<file path="src/rtl/wbuart_pkg.sv">
// Register map, field positions and FSM states shared by the UART TX scheduler.
// PKT_LOCK build option: WBUART_TX_SCHEDULER_PKT_LOCK_EN.
package wbuart_pkg;

  localparam int UART_SR   = 0;
  localparam int UART_CR   = 1;
  localparam int UART_RXDR = 2;
  localparam int UART_TXDR = 3;

  localparam int SR_TXE         = 1;
  localparam int CR_CLK_DIV_MSB = 31;
  localparam int CR_CLK_DIV_LSB = 16;
  localparam int CR_S           = 4;
  localparam int CR_P_MSB       = 3;
  localparam int CR_P_LSB       = 2;
  localparam int CR_DS          = 1;
  localparam int CR_EN          = 0;

  typedef enum logic [1:0] {
    INIT_CR,
    IDLE,
    POLL,
    WRITE
  } state_e;

  function automatic logic [31:0] reg_adr(
    input logic [31:0] base,
    input int          idx
  );
    return base + (32'(idx) << 2);
  endfunction

  function automatic logic [31:0] cr_word(
    input logic [15:0] div,
    input logic        s,
    input logic [1:0]  p,
    input logic        ds
  );
    logic [31:0] w;
    w = '0;
    w[CR_CLK_DIV_MSB:CR_CLK_DIV_LSB] = div;
    w[CR_S] = s;
    w[CR_P_MSB:CR_P_LSB] = p;
    w[CR_DS] = ds;
    w[CR_EN] = 1'b1;
    return w;
  endfunction

endpackage

</file>
<file path="src/rtl/wbuart_tx_scheduler_rr_arbiter.sv">
// Combinational round-robin arbiter: first set request at or above the
// pointer, wrapping; the pointer register lives in the parent.
module rr_arbiter #(
  parameter int NB_REQ = 4,
  parameter int IW     = $clog2(NB_REQ)
) (
  input  logic [NB_REQ-1:0] req_i,
  input  logic [IW-1:0]     ptr_i,
  output logic [NB_REQ-1:0] gnt_o,
  output logic [IW-1:0]     idx_o,
  output logic              any_o
);

  logic [IW-1:0] j;

  always_comb begin
    gnt_o = '0;
    idx_o = '0;
    any_o = 1'b0;
    j     = '0;
    for (int i = 0; i < NB_REQ; i++) begin
      j = IW'((int'(ptr_i) + i) % NB_REQ);
      if (!any_o && req_i[j]) begin
        any_o    = 1'b1;
        gnt_o[j] = 1'b1;
        idx_o    = j;
      end
    end
  end

endmodule

</file>
<file path="src/rtl/wbuart_tx_scheduler.sv">
// Wishbone master that configures a wbuart and multiplexes NB_REQ byte
// streams onto its transmitter. Option: WBUART_TX_SCHEDULER_PKT_LOCK_EN.
module wbuart_tx_scheduler
  import wbuart_pkg::*;
#(
  parameter int          NB_REQ      = 4,
  parameter logic [31:0] UART_BASE   = 32'h0000_0000,
  parameter logic [15:0] CFG_CLK_DIV = 16'd868,
  parameter logic        CFG_DS      = 1'b0,
  parameter logic [1:0]  CFG_P       = 2'b00,
  parameter logic        CFG_S       = 1'b0
) (
  input  logic                  clk_i,
  input  logic                  rst_ni,
  input  logic [NB_REQ-1:0]     req_valid_i,
  input  logic [8*NB_REQ-1:0]   req_data_i,
`ifdef WBUART_TX_SCHEDULER_PKT_LOCK_EN
  input  logic [NB_REQ-1:0]     req_last_i,
`endif
  output logic [NB_REQ-1:0]     req_ready_o,
  output logic                  busy_o,
  output logic [31:0]           wb_adr_o,
  output logic [31:0]           wb_dat_o,
  input  logic [31:0]           wb_dat_i,
  output logic                  wb_we_o,
  output logic [3:0]            wb_sel_o,
  output logic                  wb_stb_o,
  input  logic                  wb_ack_i,
  output logic                  wb_cyc_o,
  input  logic                  wb_stall_i
);

  localparam int IW = $clog2(NB_REQ);

  state_e state_q, state_d;
  logic [IW-1:0] ptr_q, ptr_d;
  logic [7:0] data_q, data_d;
  logic cyc_q, cyc_d, stb_q, stb_d;
  logic we_q, we_d;
  logic [31:0] adr_q, adr_d, dat_q, dat_d;

  logic [NB_REQ-1:0] arb_req, gnt;
  logic [IW-1:0] gnt_idx, nxt_ptr;
  logic any_gnt;

`ifdef WBUART_TX_SCHEDULER_PKT_LOCK_EN
  logic lock_q, lock_d;
  logic [IW-1:0] lock_idx_q, lock_idx_d;

  // While locked only the owning requester is visible to the arbiter.
  assign arb_req = lock_q ? (req_valid_i & (NB_REQ'(1) << lock_idx_q))
                          : req_valid_i;
`else
  assign arb_req = req_valid_i;
`endif

  rr_arbiter #(
    .NB_REQ(NB_REQ),
    .IW    (IW)
  ) u_arb (
    .req_i(arb_req),
    .ptr_i(ptr_q),
    .gnt_o(gnt),
    .idx_o(gnt_idx),
    .any_o(any_gnt)
  );

  assign nxt_ptr = (gnt_idx == IW'(NB_REQ - 1)) ? '0 : gnt_idx + 1'b1;

  always_comb begin
    state_d     = state_q;
    ptr_d       = ptr_q;
    data_d      = data_q;
    cyc_d       = cyc_q;
    stb_d       = stb_q;
    we_d        = we_q;
    adr_d       = adr_q;
    dat_d       = dat_q;
    req_ready_o = '0;
`ifdef WBUART_TX_SCHEDULER_PKT_LOCK_EN
    lock_d      = lock_q;
    lock_idx_d  = lock_idx_q;
`endif
    if (stb_q && !wb_stall_i) stb_d = 1'b0;
    if (cyc_q && wb_ack_i) begin
      cyc_d = 1'b0;
      stb_d = 1'b0;
    end
    unique case (state_q)
      INIT_CR: begin
        if (!cyc_q) begin
          cyc_d = 1'b1;
          stb_d = 1'b1;
          we_d  = 1'b1;
          adr_d = reg_adr(UART_BASE, UART_CR);
          dat_d = cr_word(CFG_CLK_DIV, CFG_S, CFG_P, CFG_DS);
        end else if (wb_ack_i) begin
          state_d = IDLE;
        end
      end
      IDLE: begin
        if (any_gnt) begin
          req_ready_o = gnt;
          data_d  = req_data_i[{gnt_idx, 3'b000} +: 8];
          state_d = POLL;
          // Grant cycle also launches the first status read.
          cyc_d   = 1'b1;
          stb_d   = 1'b1;
          we_d    = 1'b0;
          adr_d   = reg_adr(UART_BASE, UART_SR);
          dat_d   = '0;
`ifdef WBUART_TX_SCHEDULER_PKT_LOCK_EN
          if (req_last_i[gnt_idx]) begin
            lock_d = 1'b0;
            ptr_d  = nxt_ptr;
          end else begin
            lock_d     = 1'b1;
            lock_idx_d = gnt_idx;
          end
`else
          ptr_d   = nxt_ptr;
`endif
        end
      end
      POLL: begin
        if (!cyc_q) begin
          cyc_d = 1'b1;
          stb_d = 1'b1;
          we_d  = 1'b0;
          adr_d = reg_adr(UART_BASE, UART_SR);
          dat_d = '0;
        end else if (wb_ack_i) begin
          state_d = wb_dat_i[SR_TXE] ? WRITE : POLL;
        end
      end
      WRITE: begin
        if (!cyc_q) begin
          cyc_d = 1'b1;
          stb_d = 1'b1;
          we_d  = 1'b1;
          adr_d = reg_adr(UART_BASE, UART_TXDR);
          dat_d = {24'b0, data_q};
        end else if (wb_ack_i) begin
          state_d = IDLE;
        end
      end
      default: state_d = INIT_CR;
    endcase
  end

  always_ff @(posedge clk_i) begin
    if (!rst_ni) begin
      state_q    <= INIT_CR;
      ptr_q      <= '0;
      data_q     <= '0;
      cyc_q      <= 1'b0;
      stb_q      <= 1'b0;
      we_q       <= 1'b0;
      adr_q      <= '0;
      dat_q      <= '0;
`ifdef WBUART_TX_SCHEDULER_PKT_LOCK_EN
      lock_q     <= 1'b0;
      lock_idx_q <= '0;
`endif
    end else begin
      state_q    <= state_d;
      ptr_q      <= ptr_d;
      data_q     <= data_d;
      cyc_q      <= cyc_d;
      stb_q      <= stb_d;
      we_q       <= we_d;
      adr_q      <= adr_d;
      dat_q      <= dat_d;
`ifdef WBUART_TX_SCHEDULER_PKT_LOCK_EN
      lock_q     <= lock_d;
      lock_idx_q <= lock_idx_d;
`endif
    end
  end

  assign busy_o   = (state_q != IDLE);
  assign wb_cyc_o = cyc_q;
  assign wb_stb_o = stb_q;
  assign wb_we_o  = we_q;
  assign wb_adr_o = adr_q;
  assign wb_dat_o = dat_q;
  assign wb_sel_o = 4'hF;

  logic unused_dat;
  assign unused_dat = ^{wb_dat_i[31:SR_TXE+1], wb_dat_i[SR_TXE-1:0]};

endmodule
</file>
<file path="config.mk">
export PLATFORM = sky130hd
export DESIGN_NAME = wbuart_tx_scheduler
export DESIGN_NICKNAME = d
export VERILOG_FILES = /design/src/rtl/wbuart_pkg.sv /design/src/rtl/wbuart_tx_scheduler_rr_arbiter.sv /design/src/rtl/wbuart_tx_scheduler.sv
export SDC_FILE = /design/constraint.sdc
export NUM_CORES = 1
export LEC_CHECK = 0
export CORE_MARGIN = 5
export CORE_UTILIZATION = 35
export CTS_CLUSTER_DIAMETER = 150
export DETAILED_ROUTE_END_ITERATION = 7
export GPL_ROUTABILITY_DRIVEN = 0
export GPL_TIMING_DRIVEN = 0
export PLACE_DENSITY_LB_ADDON = 0.3
export SETUP_SLACK_MARGIN = 0.5
export SYNTH_ARGS = -nofsm -noshare
export SYNTH_HDL_FRONTEND = slang
export SYNTH_HIERARCHICAL = 1
export SYNTH_SLANG_ARGS = --single-unit
</file>
<file path="constraint.sdc">
create_clock -name clk_i -period 6.95 [get_ports clk_i]
set_input_delay 0.695 -clock clk_i [delete_from_list [all_inputs] [get_ports clk_i]]
set_output_delay 0.695 -clock clk_i [all_outputs]
set_load 0.05 [all_outputs]
</file>
Word-level counts from Yosys, hierarchy flattened
Index checks and enable logic that the tools add are counted.

Register bits after elaboration: 79. Bits of input ports: 72. Output and inout port bits: 76. Logic and storage cells: 117.

Add/sub/neg operators: 4. Order comparisons: 8. Equality and inequality tests: 14. Shift operators: 1. Muxes and demuxes: 59. Bitwise logic cells: 3. Reduce and logical (&&, ||, !) cells: 20.

Operators by type and width (number): 32-bit one-hot mux with 4 select lines (2); 32-bit 2-to-1 mux (6); 32-bit by 6-bit indexed part select with 8-bit output (1); 4-bit 2-to-1 mux (6); 1-bit 2-to-1 mux (23); 2-bit 2-to-1 mux (10); 2-bit inequality test, second input constant (7); 2-bit by 3-bit less-than comparator with 1-bit output, second input constant (4); 4-bit bitwise OR (3); 1-bit logical AND (9); 1-bit binary-select mux with 2-bit select (4); 1-bit demux with 2-bit select (4); 2-bit by 1-bit >= comparator with 1-bit output, second input constant (4); 2-bit equality test, second input constant (3); 2-bit by 1-bit inequality test with 1-bit output, second input constant (3); 2-bit one-hot mux with 3 select lines (1); 5-bit AND reduction (1); 2-bit by 1-bit adder with 2-bit output, second input constant (2); 2-bit adder, second input constant (2); 1-bit logical NOT (4); 1-bit one-hot mux with 2 select lines (2); 4-bit AND reduction (1); 1-bit one-hot mux with 3 select lines (1); 3-bit AND reduction (1); 5 further kinds (5).

Longest topological paths before layout
Word-level depth: 14. Gate-level depth with buffers: 12. Depth with buffers taken out: 9.

Modules after synthesis
Netlist, hierarchy kept.

By module, submodules not included: wbuart_tx_scheduler (instances 1, cells an instance 207, area each 1815.5 um^2, sequential area each 520.5 um^2); rr_arbiter (instances 1, cells an instance 45, area each 419.2 um^2, sequential area each 0.0 um^2).

Worst setup path before layout
No wires, ideal clock.

Path type: reg2out. Start point: register ptr_q[0]. End point: output req_ready_o[0]. Arrival: 2.328 ns. Required time: 6.255 ns. Path slack: 3.927 ns. Stages on the path, launching flop included: 10. Path buffers: 2. Cells stage by stage: dfxtp_1 -> buf_6 -> inv_1 -> ha_1 -> mux4_2 -> buf_6 -> nor4b_4 -> a22oi_1 -> o21ai_0 -> and3_1.

Word-level cells in the longest chain between the ends: 14. Elaborated cells on any way between the ends: 50. Classes of those cells: add/sub: 3; order compare: 8; mux: 26; bitwise: 3; reduce/logical: 10.

RTL lines: start, declared (line wbuart_tx_scheduler.sv:36) `logic [IW-1:0] ptr_q, ptr_d;`; start signal, assigned (line wbuart_tx_scheduler.sv:167) `ptr_q <= ptr_d;`; parallel branches: the longest is 11 deep, another holds 2-bit by 3-bit less-than comparator with 1-bit output; 4-bit 2-to-1 mux (*) (line wbuart_tx_scheduler_rr_arbiter.sv:23) `if (!any_o && req_i[j]) begin`; net gnt[0] (line wbuart_tx_scheduler.sv:42) `logic [NB_REQ-1:0] arb_req, gnt;`; 4-bit 2-to-1 mux (*) (line wbuart_tx_scheduler.sv:102) `if (any_gnt) begin`; 4-bit 2-to-1 mux (*) (line wbuart_tx_scheduler.sv:89) `unique case (state_q)`; end, declared (line wbuart_tx_scheduler.sv:20) `output logic [NB_REQ-1:0] req_ready_o,`.

Mark *: on every way through the listed nets, which the timed path passes. The select of a mux whose other input is x is not followed.

Worst setup path in the final report
Start point: input req_valid_i[2]. End point: output req_ready_o[2].

Word-level cells in the longest chain between the ends: 14. Elaborated cells on any way between the ends: 27. Classes of those cells: mux: 18; bitwise: 3; reduce/logical: 6.

RTL lines: start, declared (line wbuart_tx_scheduler.sv:15) `input logic [NB_REQ-1:0] req_valid_i,`; 1-bit binary-select mux with 2-bit select (line wbuart_tx_scheduler_rr_arbiter.sv:23); 1-bit 2-to-1 mux (not written as such) (line wbuart_tx_scheduler_rr_arbiter.sv:23); 1-bit 2-to-1 mux (line wbuart_tx_scheduler_rr_arbiter.sv:23); 1-bit logical NOT (line wbuart_tx_scheduler_rr_arbiter.sv:23); 1-bit logical AND (line wbuart_tx_scheduler_rr_arbiter.sv:23); 1-bit 2-to-1 mux (line wbuart_tx_scheduler_rr_arbiter.sv:23); 1-bit logical NOT (line wbuart_tx_scheduler_rr_arbiter.sv:23); 1-bit logical AND (line wbuart_tx_scheduler_rr_arbiter.sv:23); 1-bit 2-to-1 mux (line wbuart_tx_scheduler_rr_arbiter.sv:23); 1-bit logical NOT (line wbuart_tx_scheduler_rr_arbiter.sv:23); 1-bit logical AND (line wbuart_tx_scheduler_rr_arbiter.sv:23); 4-bit 2-to-1 mux (*) (line wbuart_tx_scheduler_rr_arbiter.sv:23); net gnt[2] (line wbuart_tx_scheduler.sv:42); 4-bit 2-to-1 mux (*) (line wbuart_tx_scheduler.sv:102); 4-bit 2-to-1 mux (*) (line wbuart_tx_scheduler.sv:89).

The timed path passes the listed nets; every way through them passes the cells marked *. The select of a mux whose other input is x is not followed.

==> metrics.md <==
| Metric | Value |
|---|---|
| Status | completed |
| Via-to-Cell Ratio | 4.42 |
| Die area | 8080 µm² |
| Minimum clock period | between 4000 and 5000 ps |
| Pleak | ~1.4 nW |
| Mapped cell area | 2230 µm² |
| Sequential Power Share | 27.4% |
| Worst Max-Slew Pin Slew | approximately 550 ps |
| Slowest cell on crit path | clkdlybuf4s50_1 |
| P_sw | 0.264 mW |
| Die X-Extent | ~90 µm |
| Mapped Cells | about 250 |
| Clk Latency, worst-skew pair | 280 ps |
| Number of synthesized flops with an enable pin | 0 |
| Routed vias | between 1500 and 2000 |
| Detailed Place HPWL | about 4300 µm |
| Most frequent cells in the layout | 63 x clkdlybuf4s50_1, 57 x buf_4, 53 x conb_1, 27 x mux2i_1, 26 x dfxtp_1 |
| Vias in the first global route | roughly 1900 |
| Hold WC Path Type | reg -> reg |
| Worst EP arrival | between 3000 and 4000 ps |
| # hold bufs at CTS | 0 |
| Die H | about 90 µm |
| Cts bufs inserted | 3 |
| DRT antenna net count | 0 |
| Tcrit/Tclk final | ~59% |
| Pwr dens | about 200 nW/µm² |
| FMAX | about 240 MHz |
| Clk_skew | 3.58 ps |
| Filler cell count | around 600 |
| Pre-CTS setup slack | approximately 2800 ps |
| Yosys warns | 6 |
| CTS tree | yes |
| Crit path required time | between 6000 and 7000 ps |
| Max Cap Viol | 0 |
| Share of post-route cells with drive strength above 1 | 21.9% |
| VDD IR max | ~0.00010 V |
| Internal | around 0.37 mW |
| Ys flop type | dfxtp_1 |
| Sw Share | between 40% and 50% |
| DR DRC count | 0 |
| Critical path class | in -> out |
| Clock Tree Root | clkbuf_8 |
| Yosys cell types | 43 |
| IO Pins | around 150 |
| Pins Over Slew Limit | 0 |
| Most common cell after layout, fill and taps aside | clkdlybuf4s50_1 |
| Clock power frac | between 20% and 30% |
| Unrepaired setup endpoints after global routing | false |
| Post-CTS Resized | 0 |
| Largest net degree at the start of global routing | 16 |
| Port bufs | 63 |
| Sequential-to-total area share from yosys stat | between 20% and 30% |
| Clock Tree Buf Depth | 2 |
| Setup_tns | 0 ps |
| Crit-path cells | clkdlybuf4s50_1 -> mux4_2 -> buf_6 -> nor4b_4 -> a22oi_1 -> o21ai_0 -> and3_1 -> clkdlybuf4s50_1 |
| Nets | ~460 |
| Iter 0 DRT Violations | 70 |
| Starting Density | 35.6% |
| Layout Area Growth over Synthesis | 44.3% |
| Startpoint Class | input pin |
| Setup crit end kind | output pin |
| FF+latch count, synth | 26 |
| Worst-path clk slew | roughly 90 ps |
| Initial antenna violation count | 0 |
| Setup Fix Bufs, Post-CTS | 0 |
| Most numerous cell on the critical path | clkdlybuf4s50_1 |
| Final hold vios | 0 |
| Total gr overflow | 0 |
| FP Rows | 29 |
| Comb power frac | 52.5% |
| GRT Total Usage | 12.3% |
| Max Fanout on Critical Path | 10 |
| First-pass GRT wire length | between 8000 and 9000 µm |
| H-tree levels | 1 |
| CP peak stage delay | approximately 790 ps |
| Drt pass-1 iters | 4 |
| Clock Sinks | 26 |
| Total core area | around 6300 µm² |
| Ys async rst share | 0% |
| Setup ws final | 2850 ps |
| Detailed Route WL | around 5200 µm |
| Syn Area/Cell | approximately 8.9 µm² |
| R2R setup slack | 3730 ps |
| WL per Instance | 11.7 µm |
| Final setup fails | 0 |
| Ant. Diodes | 0 |
| Max transition margin | 63.5% |
path summary, 6_finish.rpt:
path                                                from  cells after the start                  endpoint
worst min register to register  wb_dat_o[4]$_SDFFE_PN0P_                      2  wb_dat_o[4]$_SDFFE_PN0P_
worst max register to register     ptr_q[1]$_SDFFE_PN0P_                     10    data_q[4]$_SDFFE_PN0P_
worst min-delay path            wb_dat_o[4]$_SDFFE_PN0P_                      2  wb_dat_o[4]$_SDFFE_PN0P_
worst max-delay path                      req_valid_i[2]                      8            req_ready_o[2]
cell type report:
class | instances | area (µm²) | area share (%)
plain buffers | 70 | 500 | 15.5
clock buffers | 3 | 41.3 | 1.28
clock inverters | 1 | 30.0 | 0.931
inverters | 8 | 30.0 | 0.931
multi-input cells | 199 | 1380 | 42.6
flip-flops and latches | 26 | 520 | 16.1
well taps | 77 | 96.3 | 2.99
repair buffers | 63 | 631 | 19.6
power groups by stage:
stage	Clock, mW	Sequential (mW)	Combinational, mW
after CTS	0.131	0.175	0.334
after floorplan	0	0.195	0.241
after detailed placement	0	0.178	0.334
after global placement	0	0.178	0.330
final	0.127	0.174	0.334
after global routing	0.137	0.176	0.357
metal layers:
layer  wire length [µm]  share of wire (%)  up-vias  global-route usage [%]
li1                   -                  -     1033                       -
met5                  0                  0        -                       0
met4                 23               0.44        0                    2.23
met3                632                 12        3                    6.01
met1               2210                 42      849                    13.8
met2               2370                 45       89                    21.2
cells by family (layout without fill, tap and decap cells):
kind of cell / Yosys count / in the layout / synth area share (%)
compound gates: 44 / 44 / 14.5
simple gates: 57 / 57 / 13.9
fa+ha+maj: 12 / 12 / 6.72
other cells: 2 / 53 / 0.336
mux: 33 / 33 / 17.5
buf+inv: 78 / 145 / 23.7
flops: 26 / 26 / 23.3
flip-flops by register name, indices dropped and copies added, names as in the netlist:
register	flops
data_q	8
ptr_q	2
state_q	2
wb_adr_o	2
wb_cyc_o	1
wb_dat_o	9
wb_stb_o	1
wb_we_o	1
metrics by stage:
step / utilization [%] / cells / total power, mW / instance area, µm² / hold slack (ps)
finish: 51.4 / 447 / 0.636 / 3220 / 466
global placement: 50.2 / 443 / 0.508 / 3150 / 446
global route: 51.4 / 447 / 0.671 / 3220 / 482
CTS: 51.4 / 447 / 0.639 / 3220 / 468
floorplan: - / 303 / 0.436 / 2430 / 447
detailed placement: 50.2 / 443 / 0.512 / 3150 / 451
Yosys cell counts (all sizes together), types with 2 or more instances:
cell     n  area, µm²
o221ai   8       76.3
o21ai    8       40.0
ha      12        150
a22oi    8       60.1
a311oi   2       17.5
mux2     2       22.5
or3      4       25.0
o31ai    2       28.8
dfxtp   26        521
buf     66        485
mux2i   27        270
and2b    2       16.3
clkbuf   4       15.0
conb     2       7.51
nor2     2       7.51
a21oi    9       45.0
nand2   20       85.1
inv      8       30.0
mux4     4       97.6
and3     4       25.0
nand2b   4       25.0
nand3   16       80.1
worst max-delay path: cells and delay by family:
family / cells / cell delay (ps)
buf+inv: 3 / 1420
compound gates: 2 / 220
simple gates: 2 / 550
mux: 1 / 500
Note: power is estimated with default switching activity, not from simulation.
